==> config.mk <==
export PLATFORM = sky130hd
export DESIGN_NAME = led_event_blinker
export DESIGN_NICKNAME = d
export VERILOG_FILES = /design/src/rtl/led_pkg.sv /design/src/rtl/sat_counter.sv /design/src/rtl/led_event_blinker.sv
export SDC_FILE = /design/constraint.sdc
export NUM_CORES = 1
export LEC_CHECK = 0
export ABC_AREA = 0
export CORE_MARGIN = 2
export CORE_UTILIZATION = 45
export CTS_BUF_LIST = sky130_fd_sc_hd__clkbuf_16
export CTS_CLUSTER_SIZE = 14
export DETAILED_ROUTE_END_ITERATION = 8
export REMOVE_ABC_BUFFERS = 1
export SLEW_MARGIN = 20
export SYNTH_ARGS = -nofsm -noshare
export SYNTH_HDL_FRONTEND = slang
export SYNTH_SLANG_ARGS = --single-unit
==> constraint.sdc <==
create_clock -name clk -period 8.6 [get_ports clk]
set_input_delay 1.72 -clock clk [delete_from_list [all_inputs] [get_ports clk]]
set_output_delay 1.72 -clock clk [all_outputs]
set_load 0.05 [all_outputs]
==> src/rtl/led_pkg.sv <==
// Shared types for the LED event blinker: FSM state encoding and led[] bit positions.
package led_pkg;

  typedef enum logic [1:0] {
    ST_IDLE = 2'd0,
    ST_ON   = 2'd1,
    ST_GAP  = 2'd2
  } state_e;

  localparam int BLINK_BIT = 0;
  localparam int BUSY_BIT  = 1;
  localparam int OVF_BIT   = 2;
  localparam int DONE_BIT  = 3;
  localparam int PEND_LSB  = 4;

endpackage

==> src/rtl/sat_counter.sv <==
// Up/down saturating counter with a sticky overflow flag, set when an increment is dropped at full scale.
module sat_counter #(
  parameter int W = 4
) (
  input  logic         clk,
  input  logic         rst,
  input  logic         clr_i,
  input  logic         inc_i,
  input  logic         dec_i,
  output logic [W-1:0] cnt_o,
  output logic         ovf_o
);

  localparam logic [W-1:0] MAX = '1;

  logic [W-1:0] cnt_q, cnt_d;
  logic         ovf_q, ovf_d;

  // Simultaneous inc and dec cancel, so a full counter never flags overflow then.
  always_comb begin
    cnt_d = cnt_q;
    ovf_d = ovf_q;
    if (clr_i) begin
      cnt_d = '0;
      ovf_d = 1'b0;
    end else if (inc_i && !dec_i) begin
      if (cnt_q == MAX) ovf_d = 1'b1;
      else              cnt_d = cnt_q + W'(1);
    end else if (dec_i && !inc_i && cnt_q != '0) begin
      cnt_d = cnt_q - W'(1);
    end
  end

  always_ff @(posedge clk) begin
    if (rst) begin
      cnt_q <= '0;
      ovf_q <= 1'b0;
    end else begin
      cnt_q <= cnt_d;
      ovf_q <= ovf_d;
    end
  end

  assign cnt_o = cnt_q;
  assign ovf_o = ovf_q;

endmodule

==> src/rtl/led_event_blinker.sv <==
// Turns single-cycle event strobes into visible blinks on led[7:0], queueing events that arrive mid-blink.
// Optional LED_BLINK_CLEAR_EN adds clr_i to flush the queue and the sticky overflow flag.
module led_event_blinker
  import led_pkg::*;
#(
  parameter int ON_CYCLES  = 50000000,
  parameter int OFF_CYCLES = 25000000,
  parameter int PEND_W     = 4
) (
  input  logic              clk,
  input  logic              rst,
  input  logic              evt_i,
`ifdef LED_BLINK_CLEAR_EN
  input  logic              clr_i,
`endif
  output logic [7:0]        led,
  output logic [PEND_W-1:0] pending_o,
  output logic              done_o
);

  localparam int TMAX = (ON_CYCLES > OFF_CYCLES) ? ON_CYCLES : OFF_CYCLES;
  localparam int TW   = $clog2(TMAX + 1);
  localparam logic [TW-1:0] ON_LOAD  = TW'(ON_CYCLES - 1);
  localparam logic [TW-1:0] OFF_LOAD = TW'(OFF_CYCLES - 1);

  state_e            state_q, state_d;
  logic [TW-1:0]     timer_q, timer_d;
  logic              blink_q, blink_d;
  logic              busy_q, busy_d;
  logic              done_q, done_d;
  logic              tog_q, tog_d;
  logic [PEND_W-1:0] pend_q;
  logic              ovf_q;
  logic              last_gap, pend_nz, inc, dec, clr;

`ifdef LED_BLINK_CLEAR_EN
  assign clr = clr_i;
`else
  assign clr = 1'b0;
`endif

  assign last_gap = (state_q == ST_GAP) && (timer_q == '0);
  assign pend_nz  = (pend_q != '0);
  // An event on the final gap cycle with an empty queue starts the next blink directly instead of queueing.
  assign inc      = evt_i && (state_q != ST_IDLE) && !(last_gap && !pend_nz);
  assign dec      = last_gap && pend_nz;

  always_ff @(posedge clk) begin
    if (rst) begin
      state_q <= ST_IDLE;
      timer_q <= '0;
      blink_q <= 1'b0;
      busy_q  <= 1'b0;
      done_q  <= 1'b0;
      tog_q   <= 1'b0;
    end else begin
      state_q <= state_d;
      timer_q <= timer_d;
      blink_q <= blink_d;
      busy_q  <= busy_d;
      done_q  <= done_d;
      tog_q   <= tog_d;
    end
  end

  always_comb begin
    state_d = state_q;
    timer_d = timer_q;
    unique case (state_q)
      ST_IDLE: begin
        if (evt_i) begin
          state_d = ST_ON;
          timer_d = ON_LOAD;
        end
      end
      ST_ON: begin
        if (timer_q == '0) begin
          state_d = ST_GAP;
          timer_d = OFF_LOAD;
        end else begin
          timer_d = timer_q - TW'(1);
        end
      end
      ST_GAP: begin
        if (timer_q == '0) begin
          if (pend_nz || evt_i) begin
            state_d = ST_ON;
            timer_d = ON_LOAD;
          end else begin
            state_d = ST_IDLE;
          end
        end else begin
          timer_d = timer_q - TW'(1);
        end
      end
      default: begin
        state_d = ST_IDLE;
        timer_d = '0;
      end
    endcase
  end

  // Outputs are decoded from next-state values so every pin comes straight from a flop.
  always_comb begin
    blink_d = (state_d == ST_ON);
    busy_d  = (state_d != ST_IDLE);
    done_d  = (state_d == ST_GAP) && (timer_d == '0);
    tog_d   = tog_q ^ last_gap;
  end

  sat_counter #(
    .W(PEND_W)
  ) u_pend (
    .clk   (clk),
    .rst   (rst),
    .clr_i (clr),
    .inc_i (inc),
    .dec_i (dec),
    .cnt_o (pend_q),
    .ovf_o (ovf_q)
  );

  assign led[BLINK_BIT]      = blink_q;
  assign led[BUSY_BIT]       = busy_q;
  assign led[OVF_BIT]        = ovf_q;
  assign led[DONE_BIT]       = tog_q;
  assign led[PEND_LSB +: 4]  = 4'(pend_q);
  assign pending_o           = pend_q;
  assign done_o              = done_q;

endmodule
==> results by group, run 1 <==
Outcome
  • Status: finished, final reports clean

Placed design
  • Port-buffer cells: 15
  • DP Worst Slack: 4190 ps
  • Placed cell area: 0.00282 mm^2
  • Final HPWL DP: 6.35 mm
  • Gpl congestion: 0.953

Cells and area
  • Final instance area: 0.00298 mm^2
  • Layout Nets: 367
  • Share of cells above drive strength 1: 7.48%
  • Sequential Area: 741 um^2
  • FILL cells: 574
  • Multi-input gate area: 0.00175 mm^2
  • Area Growth Syn to Fin: 12.3%
  • Antenna cells: 0

CTS
  • Clock sink total: 37
  • Reg clk slew, reported paths: 60 ps
  • CTS tree: yes
  • CTS Buffer Depth: 2
  • Post-CTS setup buffers: 0
  • Htree depth: 2
  • Post-cts sizing count: 0
  • CTS buffer count: 5
  • Worst-Skew Late Latency: 280 ps
  • Hold buffer count at CTS: 0
  • Root Driver: clkbuf_16

Routing
  • Via/cell ratio: 6.51
  • Routed WL: 8.77 mm
  • WL/cell: 20.2 um
  • DRC viols: 0
  • DRT iter0 DRCs: 410
  • Vias: 2819
  • Routed Antenna Nets: 0
  • Initial DRT Pass Iterations: 6

Synthesis
  • Synthesized area: 0.00266 mm^2
  • Synth Register Bits: 37
  • Yosys cell types: 62
  • Synth Area per Inst: 7.47 um^2
  • Count leader, synth: nor2_1
  • EDFF count, synth: 0
  • Ranking of synthesized cells by area: dfxtp_1 (28%), nor2_1 (8.1%), a21oi_1 (4.7%), nand2_1 (3.4%), nor3_1 (3.2%)
  • Fraction of registers with async set or reset after synthesis: 0%
  • Synth top cells by count: nor2_1 (57), dfxtp_1 (37), a21oi_1 (25)
  • Top_reg_cell synth: dfxtp_1
  • Gate Count Post-Synth: 356
  • Yosys top cell by area: dfxtp_1
  • Yosys Warn Count: 0
  • Post-synth top area share: 27.9%
  • Sequential share of the synthesized area: 27.9%

Critical path
  • Crit path buf inv count: 1
  • CP Capture Type: flop
  • Path depth of the worst reg2reg path: 13
  • Worst Setup Path Type: input pin to flop
  • R2R setup slack: 4730 ps
  • Worst Path Arrival: 4430 ps
  • Critical path's top delay family: simple AND/OR/NAND/NOR gates
  • Critical path required time: 8830 ps
  • Critical path launch point type: input pin
  • Crit-path max cell delay: 720 ps
  • R2r startpoint: timer_q[0]
  • Critical-path cell list: clkdlybuf4s50_1 > nand2b_1 > nor4_4 > o21ai_0 > a221oi_1 > nand4_1 > nor2_1 > and4_1
  • Worst r2r dst: u_pend.cnt_o[3]
  • CP max-delay cell: clkdlybuf4s50_1
  • CP Max Fanout: 14

Die
  • Die Span Y: 80.9 um
  • I/O Pins: 16
  • Die area: 0.00654 mm^2
  • Row count: 27
  • Core area: 0.00561 mm^2
  • Initial Util: 47.4%
  • Die width: 80.9 um

Timing
  • Fin. Hold Viols: 0
  • Fmax: 238 MHz
  • Slew Limit Fails: 0
  • Setup ws final: 4400 ps
  • Setup Skew: 7.22 ps
  • Final setup violation count: 0
  • Worst slew pin tran: 931 ps
  • RSZ-0062 raised after global routing: false
  • Max_slew headroom: 37.4%
  • Final Cycle Share: 48.9%
  • Fin Setup TNS: 0 ps
  • Period minus WS final: 4200 ps

Power
  • Leakage power: 1.07 nW
  • Peak VDD IR: 83.2 uV
  • PwrDens: 194 mW/mm^2
  • Tot Pwr: 578 uW

Global routing
  • Vias in the first global route: 2566
  • Largest net degree at the start of global routing: 27
  • Global Route Usage Sum: 28.1%
  • Remaining global-route overflow: 0
  • Initial antenna violation count: 0
  • First-pass GRT wire length: 13.9 mm

Min path
  • Worst hold start: u_pend.ovf_o
  • Hold Crit Depth: 2
  • Min-Delay Endpoint: u_pend.ovf_o
  • Hold crit path type: flop to flop

Flow run
  • Max Cap Violations: 0
worst register-to-register path: stages, from the launching register on:
cell and delay (ps):
dfxtp_1 330, inv_1 110, ha_1 330, or4b_1 590
nor2_1 520, a31oi_1 280, o21ai_1 500, ha_1 330
a21o_1 170, a21oi_1 170, xnor2_1 130, nand2_1 80
xor2_1 150, nor2_1 50
metal layers:
layer,vias up,share of wire [%],global-route usage [%]
met3,29,8.3,6.44
li1,1319,-,-
met2,150,43,42.5
met4,0,2.6,7.80
met1,1321,46,40.0
met5,-,0,0
power breakdown:
part | leakage [nW] | switching (mW) | total, mW | internal [mW]
sequential | 0.305 | 0.0187 | 0.203 | 0.184
clock | 0.0826 | 0.0736 | 0.209 | 0.135
combinational | 0.681 | 0.107 | 0.166 | 0.0595
logic make-up after synthesis:
logic type               after synthesis  share of synthesized area (%)
adder cells (fa/ha/maj)                5                           2.54
AND/OR/NAND/NOR                      175                           37.0
flip-flops                            37                           27.9
XOR/XNOR                              10                           3.30
buffers and inverters                 36                           6.40
multiplexers                           3                           1.13
AO/OA/AOI/OAI                         90                           21.8
cell usage in the layout, fill, tap and decap left out, types with 10 or more instances in the layout:
cell and count:
and2_1 10, inv_1 12, nor3_1 17, a21oi_1 25
nor2_1 57, nand4_1 11, nand2_1 24, o21ai_0 14
clkdlybuf4s50_1 15, dfxtp_1 37
flip-flops by register name, indices dropped and copies added, names as in the netlist:
| name | cells |
|---|---|
| u_pend.cnt_o | 4 |
| timer_q | 26 |
| done_o | 1 |
| u_pend.ovf_o | 1 |
| blink_q | 1 |
| state_q | 2 |
| tog_q | 1 |
| busy_q | 1 |
how the worst max path moves through the flow:
stage	cells after the start	end	slack, ps	start
3_3_place_gp	8	done_o	4090	evt_i
2_1_floorplan	13	u_pend.cnt_o[3]	5400	timer_q[0]
3_5_place_dp	8	done_o	4190	evt_i
4_1_cts	8	done_o	4470	evt_i
6_report	8	done_o	4400	evt_i
5_1_grt	8	done_o	4340	evt_i
area by class of cell:
cell class | instances | area share, %
Timing Repair Buffer | 22 | 6.79
Multi-Input combinational cell | 283 | 58.5
Clock inverter | 3 | 1.26
Inverter | 11 | 1.38
Clock buffer | 5 | 4.19
Tap cell | 72 | 3.02
Sequential cell | 37 | 24.8
stage by stage:
| step | util (%) | hold WS [ps] | std cells |
|---|---|---|---|
| 4_1_cts | 53.2 | 477 | 433 |
| 5_1_grt | 53.2 | 502 | 433 |
| 3_5_place_dp | 50.3 | 463 | 425 |
| 3_3_place_gp | 50.3 | 454 | 425 |
| 2_1_floorplan | - | 489 | 331 |
| 6_report | 53.2 | 471 | 433 |
No activity file was read; power rests on OpenSTA's default activity.
==> run 2: changes to the inputs <==
--- a/config.mk
+++ b/config.mk
@@ -11,6 +11,7 @@
 export CTS_BUF_LIST = sky130_fd_sc_hd__clkbuf_16
 export CTS_CLUSTER_SIZE = 14
 export DETAILED_ROUTE_END_ITERATION = 8
+export PLACE_DENSITY = 0.66
 export REMOVE_ABC_BUFFERS = 1
 export SLEW_MARGIN = 20
 export SYNTH_ARGS = -nofsm -noshare
==> constraint.sdc (replaced) <==
create_clock -name clk -period 3.6 [get_ports clk]
set_input_delay 0.72 -clock clk [delete_from_list [all_inputs] [get_ports clk]]
set_output_delay 0.72 -clock clk [all_outputs]
set_load 0.05 [all_outputs]
==> run 2 against run 1 <==
Against the previous run:
- via count rose by 1.5%
- utilization increased by 1.3 points
- critical path depth rose by 2
- global-route usage increased by 0.54 points
==> results by group, run 2 (same netlist as run 1, synthesis figures left out) <==
Outcome
  • Status: finished, final reports clean

Global routing
  • Vias in the first global route: 2671
  • Largest net degree at the start of global routing: 15
  • Global Route Usage Sum: 28.6%
  • Met1 usage in global routing: 40.3%
  • First-pass GRT wire length: 14.2 mm
  • Met3 Use GR: 7.56%
  • GR Util met2: 40.8%
  • Initial antenna violation count: 0
  • Remaining global-route overflow: 0
  • Busiest grt layer: met2

Timing
  • Final Cycle Share: 92.5%
  • Fin. Hold Viols: 0
  • Worst slew pin tran: 903 ps
  • Max_slew headroom: 39.3%
  • RSZ-0062 raised after global routing: false
  • Final setup violation count: 0
  • Slew Limit Fails: 0
  • Setup Skew: 3.26 ps
  • Setup ws final: 272 ps
  • Fmax: 300 MHz
  • Period minus WS final: 3330 ps
  • Fin Setup TNS: 0 ps

CTS
  • Root Driver: clkbuf_16
  • Post-CTS setup buffers: 0
  • Hold buffer count at CTS: 0
  • CTS Buffer Depth: 2
  • Clock sink total: 37
  • CTS tree: yes
  • Worst-Skew Late Latency: 280 ps
  • CTS buffer count: 5
  • Htree depth: 2
  • Post-cts sizing count: 0
  • Reg clk slew, reported paths: 60 ps

Die
  • Core area: 0.00561 mm^2
  • Row count: 27
  • Die area: 0.00654 mm^2
  • Die width: 80.9 um
  • Initial Util: 47.4%
  • Die Span Y: 80.9 um
  • I/O Pins: 16

Routing
  • Routed Antenna Nets: 0
  • DRT iter0 DRCs: 422
  • Vias: 2862
  • Initial DRT Pass Iterations: 7
  • DRC viols: 0
  • WL/cell: 19.8 um
  • Via/cell ratio: 6.42
  • Routed WL: 8.82 mm

Cells and area
  • Top reg by flops: timer_q
  • Most frequent cells in the layout: nor2_1 (57), dfxtp_1 (37), a21oi_1 (25)
  • Area Growth Syn to Fin: 15.1%
  • Sequential Area: 741 um^2
  • Share of cells above drive strength 1: 11.0%
  • FILL cells: 546
  • Antenna cells: 0
  • Multi-input gate area: 0.00175 mm^2
  • Most common cell after layout, fill and taps aside: nor2_1
  • Max reg flops: 26
  • Layout Nets: 380

Critical path
  • Critical path launch point type: flop
  • Worst Setup Path Type: flop to flop
  • Crit-path max cell delay: 540 ps
  • CP max-delay cell: a221oi_1
  • Critical path required time: 3820 ps
  • CP Capture Type: flop
  • Critical path's top delay family: simple AND/OR/NAND/NOR gates
  • CP Max Fanout: 9
  • Critical-path cell list: inv_1 > ha_1 > nor4b_1 > nand4_1 > nor4_4 > o21ai_0 > a221oi_1 > nand4_1 > nor2_1 > and4_1
  • Crit path buf inv count: 1
  • Most common cell on crit path: nand4_1
  • Worst Path Arrival: 3550 ps

Power
  • PwrDens: 432 mW/mm^2
  • Leakage power: 1.12 nW
  • Peak VDD IR: 262 uV

Placed design
  • Gpl congestion: 1.08
  • Final HPWL DP: 6.53 mm
  • Port-buffer cells: 15
  • DP Worst Slack: 293 ps

Flow run
  • Max Cap Violations: 0

Min path
  • Hold crit path type: flop to flop
## run 2: path summary, 6_finish.rpt
check	from	end	slack [ps]	cells after the start
worst max-delay path	timer_q[0]	done_o	270	10
worst min-delay path	u_pend.ovf_o	u_pend.ovf_o	470	2
worst max register to register	timer_q[0]	done_o	270	10
worst min register to register	u_pend.ovf_o	u_pend.ovf_o	470	2
## run 2: metal layers
metal	share of wire (%)	routed length, um
met4	3.7	329
met5	0	0
met2	43	3790
met3	9.5	834
met1	44	3860
## run 2: area by class of cell
class                   count  area share [%]
multi-input cells         283            57.1
flip-flops and latches     37            24.2
repair buffers             35            9.82
clock buffers               5            4.09
well taps                  72            2.95
inverters                  11            1.35
clock inverters             3           0.450
## run 2: through the flow
step           utilization (%)  instances  cell area, um^2  power, mW  hold slack, ps
3_3_place_gp              52.1        438             2920      0.897             452
2_1_floorplan                -        331             2530      0.757             489
6_report                  54.5        446             3060       1.32             473
4_1_cts                   54.5        446             3060       1.31             475
5_1_grt                   54.5        446             3060       1.38             499
3_5_place_dp              52.1        438             2920      0.892             462
## run 2: tightest hold or removal path: stages, from the launching register on
cell and delay, ps:
dfxtp_1 330, nor2_1 50, nor2_1 70
## run 2: where the power goes
part           leakage [nW]  switching (mW)  internal [mW]
Combinational         0.744           0.255          0.156
Clock                0.0748           0.171          0.252
Sequential            0.305          0.0463          0.440
==> run 3: changes to the inputs <==
--- a/config.mk
+++ b/config.mk
@@ -6,7 +6,6 @@
 export NUM_CORES = 1
 export LEC_CHECK = 0
 export ABC_AREA = 0
-export CORE_MARGIN = 2
 export CORE_UTILIZATION = 45
 export CTS_BUF_LIST = sky130_fd_sc_hd__clkbuf_16
 export CTS_CLUSTER_SIZE = 14
==> run 3 against run 2 <==
Against the previous run:
- register-to-register slack improved by 140 ps
- cell count is the same
- worst setup slack better by 140 ps
- critical endpoint is now u_pend.cnt_o[3]
- power up 6.0%
- largest power group is now the clock network
- count of clock-buffer cells in the layout unchanged
- wire length increased by 0.34%
- die area fell by 4.9%
- utilization increased by 0.49 points
- clock power is 18% higher
- global-route usage rose by 0.62 points
==> results by group, run 3 (same netlist as run 1, synthesis figures left out) <==
Timing
  • Fmax: 314 MHz
  • Worst hold slack: 469 ps
  • Setup Skew: 3.04 ps
  • Slew Limit Fails: 0
  • RSZ-0062 raised after global routing: false
  • Fin. Hold Viols: 0
  • Period minus WS final: 3180 ps
  • Final Cycle Share: 88.5%
  • Worst slew pin tran: 845 ps
  • Fin Setup TNS: 0 ps
  • Final setup violation count: 0
  • Max_slew headroom: 43.1%

Outcome
  • Status: finished, final reports clean

Power
  • Flop pwr share: 35.0%
  • Tot Pwr: 1.40 mW
  • Proportion of power drawn by the clock network: 35.8%
  • Pint: 922 uW
  • Switching Share: 34.2%
  • PwrDens: 454 mW/mm^2
  • Leakage power: 1.13 nW
  • Peak VDD IR: 250 uV
  • P_sw: 479 uW
  • Gate power share: 29.2%

Global routing
  • Largest net degree at the start of global routing: 26
  • First-pass GRT wire length: 13.7 mm
  • Initial antenna violation count: 0
  • Vias in the first global route: 2544
  • Global Route Usage Sum: 29.3%
  • Remaining global-route overflow: 0

Placed design
  • Final HPWL DP: 6.53 mm
  • Gpl congestion: 1.00
  • Port-buffer cells: 15
  • Placed cell area: 0.00292 mm^2

CTS
  • Post-CTS setup buffers: 0
  • Htree depth: 2
  • Clock sink total: 37
  • CTS buffer count: 5
  • Post-cts sizing count: 0
  • Worst-Skew Late Latency: 280 ps
  • Root Driver: clkbuf_16
  • Hold buffer count at CTS: 0
  • CTS tree: yes
  • CTS Buffer Depth: 2
  • Reg clk slew, reported paths: 60 ps

Die
  • I/O Pins: 16
  • Die Span Y: 78.9 um
  • Row count: 27
  • Core area: 0.00561 mm^2
  • Initial Util: 47.4%
  • Die area: 0.00622 mm^2
  • Die width: 78.9 um

Critical path
  • Critical path required time: 3760 ps
  • Worst Setup Path Type: flop to flop
  • Critical-path cell list: inv_1 > ha_1 > or4b_1 > nor2_1 > a31oi_1 > o21ai_1 > ha_1 > a21o_1 > a21oi_1 > xnor2_1 > nand2_1 > xor2_1 > nor2_1
  • CP max-delay cell: or4b_1
  • Crit-path max cell delay: 580 ps
  • CP Max Fanout: 9
  • Crit path buf inv count: 1
  • Worst Path Arrival: 3350 ps
  • CP Capture Type: flop
  • Critical path launch point type: flop
  • Critical path's top delay family: simple AND/OR/NAND/NOR gates

Cells and area
  • Final core utilization: 55.0%
  • Final instance area: 0.00309 mm^2
  • Most common cell after layout, fill and taps aside: nor2_1
  • Top reg by flops: timer_q
  • Multi-input gate area: 0.00175 mm^2
  • Max reg flops: 26
  • Share of cells above drive strength 1: 11.0%
  • Layout Nets: 380
  • FILL cells: 559
  • Antenna cells: 0
  • Sequential Area: 741 um^2
  • Area Growth Syn to Fin: 16.1%
  • Most frequent cells in the layout: nor2_1 (57), dfxtp_1 (37), a21oi_1 (25)

Routing
  • Initial DRT Pass Iterations: 5
  • DRC viols: 0
  • Routed Antenna Nets: 0
  • DRT iter0 DRCs: 425
  • Routed WL: 8.85 mm
  • Vias: 2864
  • WL/cell: 19.8 um
  • Via/cell ratio: 6.42

Min path
  • Hold crit path type: flop to flop

Flow run
  • Max Cap Violations: 0
run 3: cell count changes in the layout (fill, tap and decap cells not counted):
cell,previous run,this run
bufinv_16,0,1
clkinv_2,2,0
clkinv_1,0,1
clkinvlp_4,0,1
inv_1,12,11
run 3: worst paths after layout:
path	from	end	slack, ps	cells after the start
worst min register to register	u_pend.ovf_o	u_pend.ovf_o	470	2
worst max register to register	timer_q[0]	u_pend.cnt_o[3]	420	13
worst max-delay path	timer_q[0]	u_pend.cnt_o[3]	420	13
worst min-delay path	u_pend.ovf_o	u_pend.ovf_o	470	2
run 3: final cells by class:
| cell class | count | share of cell area, % |
|---|---|---|
| clock buffers | 5 | 4.06 |
| clock inverters | 3 | 1.34 |
| inverters | 11 | 1.34 |
| multi-input cells | 283 | 56.6 |
| flip-flops and latches | 37 | 24.0 |
| well taps | 72 | 2.92 |
| repair buffers | 35 | 9.73 |
run 3: metal layers:
layer | GRT usage [%] | vias up | wire (um)
met5 | 0 | - | 0
met4 | 9.45 | 0 | 227
met3 | 7.82 | 25 | 1010
met2 | 43.8 | 187 | 3860
met1 | 40.6 | 1308 | 3740
li1 | - | 1344 | -
run 3: worst register-to-register path, stage by stage, from the launching register on:
cell,delay (ps)
dfxtp_1,330
inv_1,90
ha_1,310
or4b_1,580
nor2_1,180
a31oi_1,190
o21ai_1,340
ha_1,300
a21o_1,170
a21oi_1,160
xnor2_1,130
nand2_1,80
xor2_1,170
nor2_1,50
run 3: metrics by stage:
step | std cells | setup WS (ps)
final | 446 | 415
after global routing | 446 | 180
after CTS | 446 | 468
after global placement | 438 | 460
after floorplan | 331 | 399
after detailed placement | 438 | 459
run 3: power groups by stage:
stage          clock (mW)  sequential, mW  combinational, mW
2_1_floorplan           0           0.517              0.241
3_3_place_gp            0           0.497              0.401
3_5_place_dp            0           0.497              0.395
4_1_cts             0.511           0.487              0.398
5_1_grt             0.529           0.494              0.437
6_report            0.501           0.490              0.409
